File: src/rtl/tc_pkg.sv
// Shared encodings for the traffic-controller light path: light codes,
// phases, monitor error codes and monitor FSM states.
package tc_pkg;

  localparam logic [2:0] LT_GREEN  = 3'b001;
  localparam logic [2:0] LT_YELLOW = 3'b010;
  localparam logic [2:0] LT_RED    = 3'b100;

  typedef enum logic [1:0] {
    P0 = 2'd0,
    P1 = 2'd1,
    P2 = 2'd2,
    P3 = 2'd3
  } phase_t;

  localparam logic [2:0] ERR_NONE = 3'd0;
  localparam logic [2:0] ERR_ENC  = 3'd1;
  localparam logic [2:0] ERR_PAIR = 3'd2;
  localparam logic [2:0] ERR_SEQ  = 3'd3;
  localparam logic [2:0] ERR_YEL  = 3'd4;
  localparam logic [2:0] ERR_GRN  = 3'd5;

  typedef enum logic [1:0] {
    UNSYNC = 2'd0,
    TRACK  = 2'd1,
    ERRST  = 2'd2
  } mon_state_t;

  // P1 and P3 are the yellow phases.
  function automatic logic is_yellow_phase(input phase_t p);
    return p[0];
  endfunction

endpackage

File: src/rtl/tc_light_decode.sv
// Combinational decode of the two street light words into a phase and
// the encoding / pairing validity flags.
module tc_light_decode
  import tc_pkg::*;
(
  input  logic [2:0] i_l_a,
  input  logic [2:0] i_l_b,
  output phase_t     o_phase,
  output logic       o_onehot_ok,
  output logic       o_pair_ok
);

  assign o_onehot_ok = $onehot(i_l_a) && $onehot(i_l_b);

  always_comb begin
    o_phase   = P0;
    o_pair_ok = 1'b0;
    case ({i_l_a, i_l_b})
      {LT_GREEN,  LT_RED}:    begin o_phase = P0; o_pair_ok = 1'b1; end
      {LT_YELLOW, LT_RED}:    begin o_phase = P1; o_pair_ok = 1'b1; end
      {LT_RED,    LT_GREEN}:  begin o_phase = P2; o_pair_ok = 1'b1; end
      {LT_RED,    LT_YELLOW}: begin o_phase = P3; o_pair_ok = 1'b1; end
      default:                begin o_phase = P0; o_pair_ok = 1'b0; end
    endcase
  end

endmodule

File: src/rtl/tc_light_monitor.sv
// Receive-side checker for the controller light outputs: tracks the phase
// sequence and dwell times per TICK and latches the first violation.
module tc_light_monitor
  import tc_pkg::*;
#(
  parameter int YELLOW_TICKS = 1,
  parameter int MIN_GREEN    = 1,
  parameter int DWELL_W      = 8,
  parameter int CYC_W        = 16
) (
  input  logic               CLK,
  input  logic               R,
  input  logic               TICK,
  input  logic               CLR,
  input  logic [2:0]         L_A,
  input  logic [2:0]         L_B,
  output logic [1:0]         PHASE,
  output logic               LOCKED,
  output logic [DWELL_W-1:0] DWELL,
  output logic [CYC_W-1:0]   CYCLES,
  output logic               ERR,
  output logic [2:0]         ERR_CODE,
  output logic [1:0]         DBG_STATE
);

  // TICK qualifies the sample: L_A/L_B are consumed on a CLK edge only when
  // TICK=1 (CLR takes precedence); there is no back-pressure toward the source.

  localparam logic [DWELL_W-1:0] LP_YEL       = DWELL_W'(YELLOW_TICKS);
  localparam logic [DWELL_W-1:0] LP_MIN_GRN   = DWELL_W'(MIN_GREEN);
  localparam logic [DWELL_W-1:0] LP_DWELL_MAX = '1;

  mon_state_t         r_state;
  phase_t             r_phase;
  logic [DWELL_W-1:0] r_dwell;
  logic [CYC_W-1:0]   r_cycles;
  logic [2:0]         r_code;
  logic               r_first;

  mon_state_t         w_state_nx;
  phase_t             w_phase_nx;
  logic [DWELL_W-1:0] w_dwell_nx;
  logic [CYC_W-1:0]   w_cycles_nx;
  logic [2:0]         w_code_nx;
  logic               w_first_nx;

  phase_t     w_dec_phase;
  logic       w_onehot_ok;
  logic       w_pair_ok;
  logic       w_same;
  logic       w_adv;
  logic [2:0] w_chk;

  tc_light_decode u_decode (
    .i_l_a       (L_A),
    .i_l_b       (L_B),
    .o_phase     (w_dec_phase),
    .o_onehot_ok (w_onehot_ok),
    .o_pair_ok   (w_pair_ok)
  );

  always_ff @(posedge CLK or negedge R) begin
    if (!R) begin
      r_state  <= UNSYNC;
      r_phase  <= P0;
      r_dwell  <= '0;
      r_cycles <= '0;
      r_code   <= ERR_NONE;
      r_first  <= 1'b0;
    end else begin
      r_state  <= w_state_nx;
      r_phase  <= w_phase_nx;
      r_dwell  <= w_dwell_nx;
      r_cycles <= w_cycles_nx;
      r_code   <= w_code_nx;
      r_first  <= w_first_nx;
    end
  end

  // Exit-time dwell checks are skipped while the entry phase was only partly seen.
  always_comb begin
    w_same = (w_dec_phase == r_phase);
    w_adv  = (w_dec_phase == phase_t'(r_phase + 2'd1));
    w_chk  = ERR_NONE;
    if (!w_onehot_ok) begin
      w_chk = ERR_ENC;
    end else if (!w_pair_ok) begin
      w_chk = ERR_PAIR;
    end else if (!(w_same || w_adv)) begin
      w_chk = ERR_SEQ;
    end else if (is_yellow_phase(r_phase)) begin
      if (w_same && (r_dwell >= LP_YEL)) begin
        w_chk = ERR_YEL;
      end else if (w_adv && !r_first && (r_dwell != LP_YEL)) begin
        w_chk = ERR_YEL;
      end
    end else if (w_adv && !r_first && (r_dwell < LP_MIN_GRN)) begin
      w_chk = ERR_GRN;
    end
  end

  always_comb begin
    w_state_nx  = r_state;
    w_phase_nx  = r_phase;
    w_dwell_nx  = r_dwell;
    w_cycles_nx = r_cycles;
    w_code_nx   = r_code;
    w_first_nx  = r_first;
    if (CLR) begin
      w_state_nx = UNSYNC;
      w_code_nx  = ERR_NONE;
      w_dwell_nx = '0;
      w_first_nx = 1'b0;
    end else if (TICK) begin
      case (r_state)
        UNSYNC: begin
          if (w_onehot_ok && w_pair_ok) begin
            w_state_nx = TRACK;
            w_phase_nx = w_dec_phase;
            w_dwell_nx = DWELL_W'(1);
            w_first_nx = 1'b1;
          end
        end
        TRACK: begin
          if (w_chk != ERR_NONE) begin
            w_state_nx = ERRST;
            w_code_nx  = w_chk;
          end else if (w_same) begin
            if (r_dwell != LP_DWELL_MAX) w_dwell_nx = r_dwell + DWELL_W'(1);
          end else begin
            w_phase_nx = w_dec_phase;
            w_dwell_nx = DWELL_W'(1);
            w_first_nx = 1'b0;
            if (r_phase == P3) w_cycles_nx = r_cycles + CYC_W'(1);
          end
        end
        ERRST:   w_state_nx = ERRST;
        default: w_state_nx = UNSYNC;
      endcase
    end
  end

  always_comb begin
    PHASE     = r_phase;
    LOCKED    = (r_state == TRACK);
    DWELL     = r_dwell;
    CYCLES    = r_cycles;
    ERR       = (r_state == ERRST);
    ERR_CODE  = r_code;
    DBG_STATE = r_state;
  end

endmodule
File: config.mk
export PLATFORM = sky130hd
export DESIGN_NAME = tc_light_monitor
export DESIGN_NICKNAME = d
export VERILOG_FILES = /design/src/rtl/tc_pkg.sv /design/src/rtl/tc_light_decode.sv /design/src/rtl/tc_light_monitor.sv
export SDC_FILE = /design/constraint.sdc
export NUM_CORES = 1
export LEC_CHECK = 0
export ABC_AREA = 1
export CORE_MARGIN = 2
export CORE_UTILIZATION = 59
export CTS_BUF_LIST = sky130_fd_sc_hd__clkbuf_8
export CTS_CLUSTER_SIZE = 16
export DETAILED_ROUTE_END_ITERATION = 7
export PLACE_DENSITY = 0.9
export REMOVE_ABC_BUFFERS = 1
export SYNTH_ARGS = -nofsm -noshare
export SYNTH_HDL_FRONTEND = slang
export SYNTH_SLANG_ARGS = --single-unit
File: constraint.sdc
create_clock -name CLK -period 3.3 [get_ports CLK]
set_clock_uncertainty 0.15 [all_clocks]
set_input_delay 0.495 -clock CLK [delete_from_list [all_inputs] [get_ports CLK]]
set_output_delay 0.495 -clock CLK [all_outputs]
set_load 0.1 [all_outputs]
# Word level (Yosys, flattened, before mapping)
# Cells that the tools add are included.
# Widths: inputs -> output; s select.
# word_totals
ff_bits	32
inputBits	10
out_inout_bits	33
word_cells	96
# classes
n_addsub	7
n_lt_le_gt_ge	2
n_eq_ne	21
mux	35
n_bitwise	3
n_reduce_logical	22
# ops
cell	count
$mux 8	6
$mux 3	11
$add 16x1->16 const B	1
$pmux 8 s2	1
$mux 2	7
$eq 6x6->1 const B	2
$pmux 2 s3	2
$reduce_and 6->1	2
$reduce_and 5->1	2
$ne 3x3->1 const B	3
$add 8x1->8 const B	1
$ge 8x1->1 const B	1
$lt 8x1->1 const B	1
$ne 8x1->1 const B	1
$ne 8x8->1 const B	1
$reduce_bool 2->1	4
$eq 2x1->1 const B	3
$eq 6x4->1 const B	1
$eq 6x5->1 const B	1
$logic_and 1x1->1	6
$mux 1	6
$ne 2x2->1 const B	3
$reduce_and 3->1	2
$reduce_bool 3->1	2
14 further kinds	20

# Longest topological paths before layout
# depth
depth_word	16
ltp_mapped	16
mapped_depth_nobuf	16

# Cells and area by module
# From an unflattened synthesis, not the netlist that was laid out.
# hier_totals
cells_unflattened	336
area_unflattened_um2	2456.1
# modules_own_cells
module	instances	cells_each	area_per_inst_um2	seq_area_each_um2
tc_light_monitor	1	305	2298.5	800.8
tc_light_decode	1	31	157.7	0.0

# Least setup slack after synthesis
# Ideal clock, no wire load.
# synth_timing
path_kind	reg2reg
from	reg r_state[0], in the netlist DBG_STATE[0]
to	reg r_dwell[3], in the netlist DWELL[3]
setup_ps	67
arrival_ps	3148
t_required_ps	3083
slack_ps	-65
stages_incl_launch_ff	10
path_buffers	0
synth_period_minus_slack_ps	3365
cell_sequence	dfrtp_1 -> ha_1 -> inv_1 -> nor2_1 -> nand2_4 -> nor3_2 -> nand2_2 -> nand3_2 -> nand2_1 -> nand2_1
# synth_via
elab_chain_len	4
word_cells_on_any_way	10
classes_between	eq/ne: 4; mux: 3; reduce/logical: 3
# synth_lines
element	line	source
start, declared	tc_light_monitor.sv:33	mon_state_t r_state;
start signal, assigned	tc_light_monitor.sv:71	r_state <= w_state_nx;
$eq 2x1->1 (*)	n/a	
net LOCKED	tc_light_monitor.sv:18	output logic LOCKED,
$pmux 8 s2	tc_light_monitor.sv:115	case (r_state)
$mux 8	tc_light_monitor.sv:114	end else if (TICK) begin
$mux 8	tc_light_monitor.sv:109	if (CLR) begin
end signal, assigned	tc_light_monitor.sv:73	r_dwell <= w_dwell_nx;
end, declared	tc_light_monitor.sv:35	logic [DWELL_W-1:0] r_dwell;
# Mark *: on every way through the listed nets, which the timed path passes. The rest lies on a longest branch. The select of a mux whose other input is x is not followed.
# A chain may end at the register's enable or synchronous reset.

# Worst setup path in the final report
# layout_timing
from	in L_A[0]
to	reg r_dwell[6], in the netlist DWELL[6]
# layout_via
elab_chain_len	14
word_cells_on_any_way	36
classes_between	add/sub: 2; eq/ne: 10; mux: 14; reduce/logical: 10
# layout_lines
element	line	source
start, declared	tc_light_monitor.sv:15	input logic [2:0] L_A,
$eq 6x6->1 / $eq 6x5->1 (equally long branches)	tc_light_decode.sv:18	case ({i_l_a, i_l_b})
$pmux 2 s3	tc_light_decode.sv:18	
$eq 2x2->1	tc_light_monitor.sv:83	w_adv = (w_dec_phase == phase_t'(r_phase + 2'd1));
$logic_and 1x1->1	tc_light_monitor.sv:94, tc_light_monitor.sv:97	
$logic_and 1x1->1	tc_light_monitor.sv:94	end else if (w_adv && !r_first && (r_dwell != LP_YEL)) begin
$mux 3	tc_light_monitor.sv:94	
$mux 3	tc_light_monitor.sv:92	if (w_same && (r_dwell >= LP_YEL)) begin
$mux 3	tc_light_monitor.sv:91	end else if (is_yellow_phase(r_phase)) begin
$mux 3	tc_light_monitor.sv:89	end else if (!(w_same || w_adv)) begin
$mux 3	tc_light_monitor.sv:87	end else if (!w_pair_ok) begin
$mux 3	tc_light_monitor.sv:85	if (!w_onehot_ok) begin
$reduce_bool 3->1	tc_light_monitor.sv:125	if (w_chk != ERR_NONE) begin
$ne 3x3->1 (no line)	n/a	
$reduce_and 5->1 (no line)	n/a	
# Parallel ways exist; a longest one is shown, timed or not. The select of a mux whose other input is x is not followed.

==> flow_summary_export.csv <==
group,metric,value,unit
layout,fin_area,0.00299,mm^2
power,p_seq_share,29.0,%
layout,area_delta_synth_final,21.2,%
clock_network,cts_setup_buffers,0,
layout,layout-drive-gt1-share,22.0,%
job,cap_violations,0,
synthesis,synth_warnings,0,
timing,hold_ws,0.324,ns
timing,setup_viol,0,
place,port_buffers,42,
detailed_routing,vias_per_cell,5.41,
timing,tightest_slew,0.431,ns
critical_path,cp.arrival,2.96,ns
critical_path,crit_required,3.34,ns
floorplan,start_util,61.6,%
place,dp_cells,433,
critical_path,crit_chain,"clkdlybuf4s50_1 > inv_1 > fa_1 > nor3_1 > nand2_1 > nand2_1 > nand2_1 > o21ai_4 > nand3_2 > nand2_1 > nand2_1",
timing,min_period_over_period,88.5,%
detailed_routing,wl_met2,2850,um
critical_path,cp-start-kind,"primary input",
detailed_routing,highest-signal-layer,"met4",
synthesis,ys_seq_area_share,32.5,%
detailed_routing,wl_met1,2560,um
clock_network,clock_path_buffers,2,
synthesis,async_flop_share,100,%
floorplan,rows,23,
detailed_routing,drtIter0Drc,92,
detailed_routing,via_count,2384,
power,leakagePower,1.49,nW
critical_path,cp_max_fo,8,
floorplan,core,0.00400,mm^2
synthesis,synth-seq-cells,32,
critical_path,crit_path_end_kind,"flop",
floorplan,die_area,0.00471,mm^2
grt,antenna_found_initial,0,
critical_path,slowest_delay,0.52,ns
clock_network,clkSinkCount,32,
layout,num-fill-cells,313,
power,clkPwrFrac,23.9,%
detailed_routing,drt_pass1_iterations,4,
timing,slew_headroom,71.3,%
grt,track_usage,28.4,%
critical_path,crit_top_cell,"nand2_1",
synthesis,yosys.area.top_type,"dfrtp_1",
power,comb_power_share,47.1,%
timing,fmax,343,MHz
synthesis,synth_cell_types,31,
clock_network,cts_tree,"built",
detailed_routing,wirelength,5710,um
timing,hold_viol,0,
run_status,outcome,"finished clean",
grt,grt-ovfl-total,0,
layout,nNetsFinal,411,
critical_path,critPathKind,"primary input to flop",
clock_network,clk_latency,0.29,ns
layout,fin_util,74.7,%
detailed_routing,drc,0,
place,dp_slack,0.125,ns
critical_path,cp_slowest_cell,"clkdlybuf4s50_1",
grt,grt_pass1_vias,2281,
floorplan,io_pins,43,
place,dpl.hpwl,4250,um
clock_network,htree_levels,2,
layout,antenna_cells,0,
place,dpl_cell_area,0.00288,mm^2
floorplan,die_h,68.6,um
clock_network,cts-root-buf,"clkbuf_8",
clock_network,cts_hold_buf,0,
detailed_routing,wl_per_cell,13.0,um
timing,slew_violations,0,
clock_network,clkTransAtPathRegs,0.07,ns
layout,layout.cells.non_filler,441,
clock_network,cts_resized,0,
synthesis,synth_ff_type,"dfrtp_1",
power,power_density,535,mW/mm^2
clock_network,cts_buffers,5,
detailed_routing,antenna_left,0,
power,p_int,0.834,mW
power,vdd_drop_max,0.000644,V
grt,grt_pass1_wl,10100,um
place,place_congestion,0.869,
timing,rsz0062_at_grt,"false",
power,p_switching,0.765,mW
detailed_routing,met3WireLength,236,um
power,switching_share,47.8,%
layout,mostFrequentLayoutCells,"111 x nand2_1, 38 x inv_1, 38 x buf_4, 32 x dfrtp_1, 29 x nand4_1",
synthesis,netlist_area,0.00246,mm^2
timing,setup_slack,0.380,ns
synthesis,synth_top_area_share,32.5,%
layout,mostFrequentLayoutCell,"nand2_1",
synthesis,syn-instance-count,340,
hold_path,hold_path.class,"flop to flop",
timing,period_minus_slack,2.92,ns
floorplan,die_w,68.6,um
synthesis,netlist_top_cells_area,"dfrtp_1 33%, nand2_1 17%, nand4_1 7.4%, inv_1 5.8%, nand3_2 5.3%",
synthesis,synth_edf_count,0,
grt,grt_start_max_net_pins,33,
synthesis,avgSynthCellArea,7.25,um^2
[state kept, by name, summed over array words and instances, names as in the netlist]
register / cells
ERR_CODE: 3
PHASE: 2
r_first: 1
CYCLES: 16
DWELL: 8
DBG_STATE: 2
[path summary, 6_finish.rpt]
path                          start   endpoint  slack [ns]  cells past startpoint
max reg2reg                PHASE[0]  CYCLES[0]        0.94                     13
max in group asynchronous         R    r_first        2.24                      2
min in group asynchronous         R   DWELL[2]        0.44                      2
min reg2reg                 r_first    r_first        0.32                      2
min                         r_first    r_first        0.32                      2
max                          L_A[0]   DWELL[6]        0.38                     11
[power by group through the flow]
stage	Sequential (mW)	Clock, mW	Combinational [mW]
floorplan	0.673	0	0.377
global placement	0.469	0	0.730
detailed placement	0.470	0	0.741
CTS	0.463	0.391	0.752
global route	0.469	0.408	0.809
finish	0.464	0.383	0.752
[layout make-up]
cell class	count	area (um^2)	share of cell area, %
Clock inverter	3	42.5	1.42
Inverter	44	165	5.53
Timing Repair Buffer	47	375	12.6
Clock buffer	5	68.8	2.30
Multi-Input combinational cell	260	1470	49.3
Sequential cell	32	801	26.8
Tap cell	50	62.6	2.09
[worst max-delay path, delay by kind of cell]
family          cells  cell delay [ns]
simple gates        7             1.13
buf+inv             2             0.63
fa+ha+maj           1             0.48
compound gates      1             0.23
[per-layer routing]
metal / up-vias / global-route usage [%]
met5: - / 0
li1: 1198 / -
met1: 1131 / 35.8
met2: 48 / 49.2
met3: 7 / 5.03
met4: 0 / 9.00
[synth_stat cells (3+ instances only)]
library cell	instances
nor2_1	26
nor2_4	3
nand2_1	111
nand3_2	13
nand3b_1	6
nand4_1	29
nand2_2	8
inv_1	38
xnor2_1	6
xor2_1	4
ha_1	9
nor3_1	5
nand3_1	19
nor2_2	3
dfrtp_1	32
nand2_4	5
inv_2	5
[cell families (layout without fill, tap and decap cells)]
logic type | Yosys count | in the layout | synth area share (%)
AO/OA/AOI/OAI | 7 | 7 | 2.13
XOR/XNOR | 10 | 10 | 3.55
buffers and inverters | 48 | 99 | 7.77
adder cells (fa/ha/maj) | 11 | 11 | 6.20
AND/OR/NAND/NOR | 232 | 232 | 47.8
flip-flops | 32 | 32 | 32.5
[stage by stage]
stage                     total power, mW  TNS, ns
after CTS                            1.61        0
after detailed placement             1.21        0
after floorplan                      1.05   -0.517
final                                1.60        0
after global routing                 1.69        0
after global placement               1.20        0
Note: power is estimated with default switching activity, not from simulation.
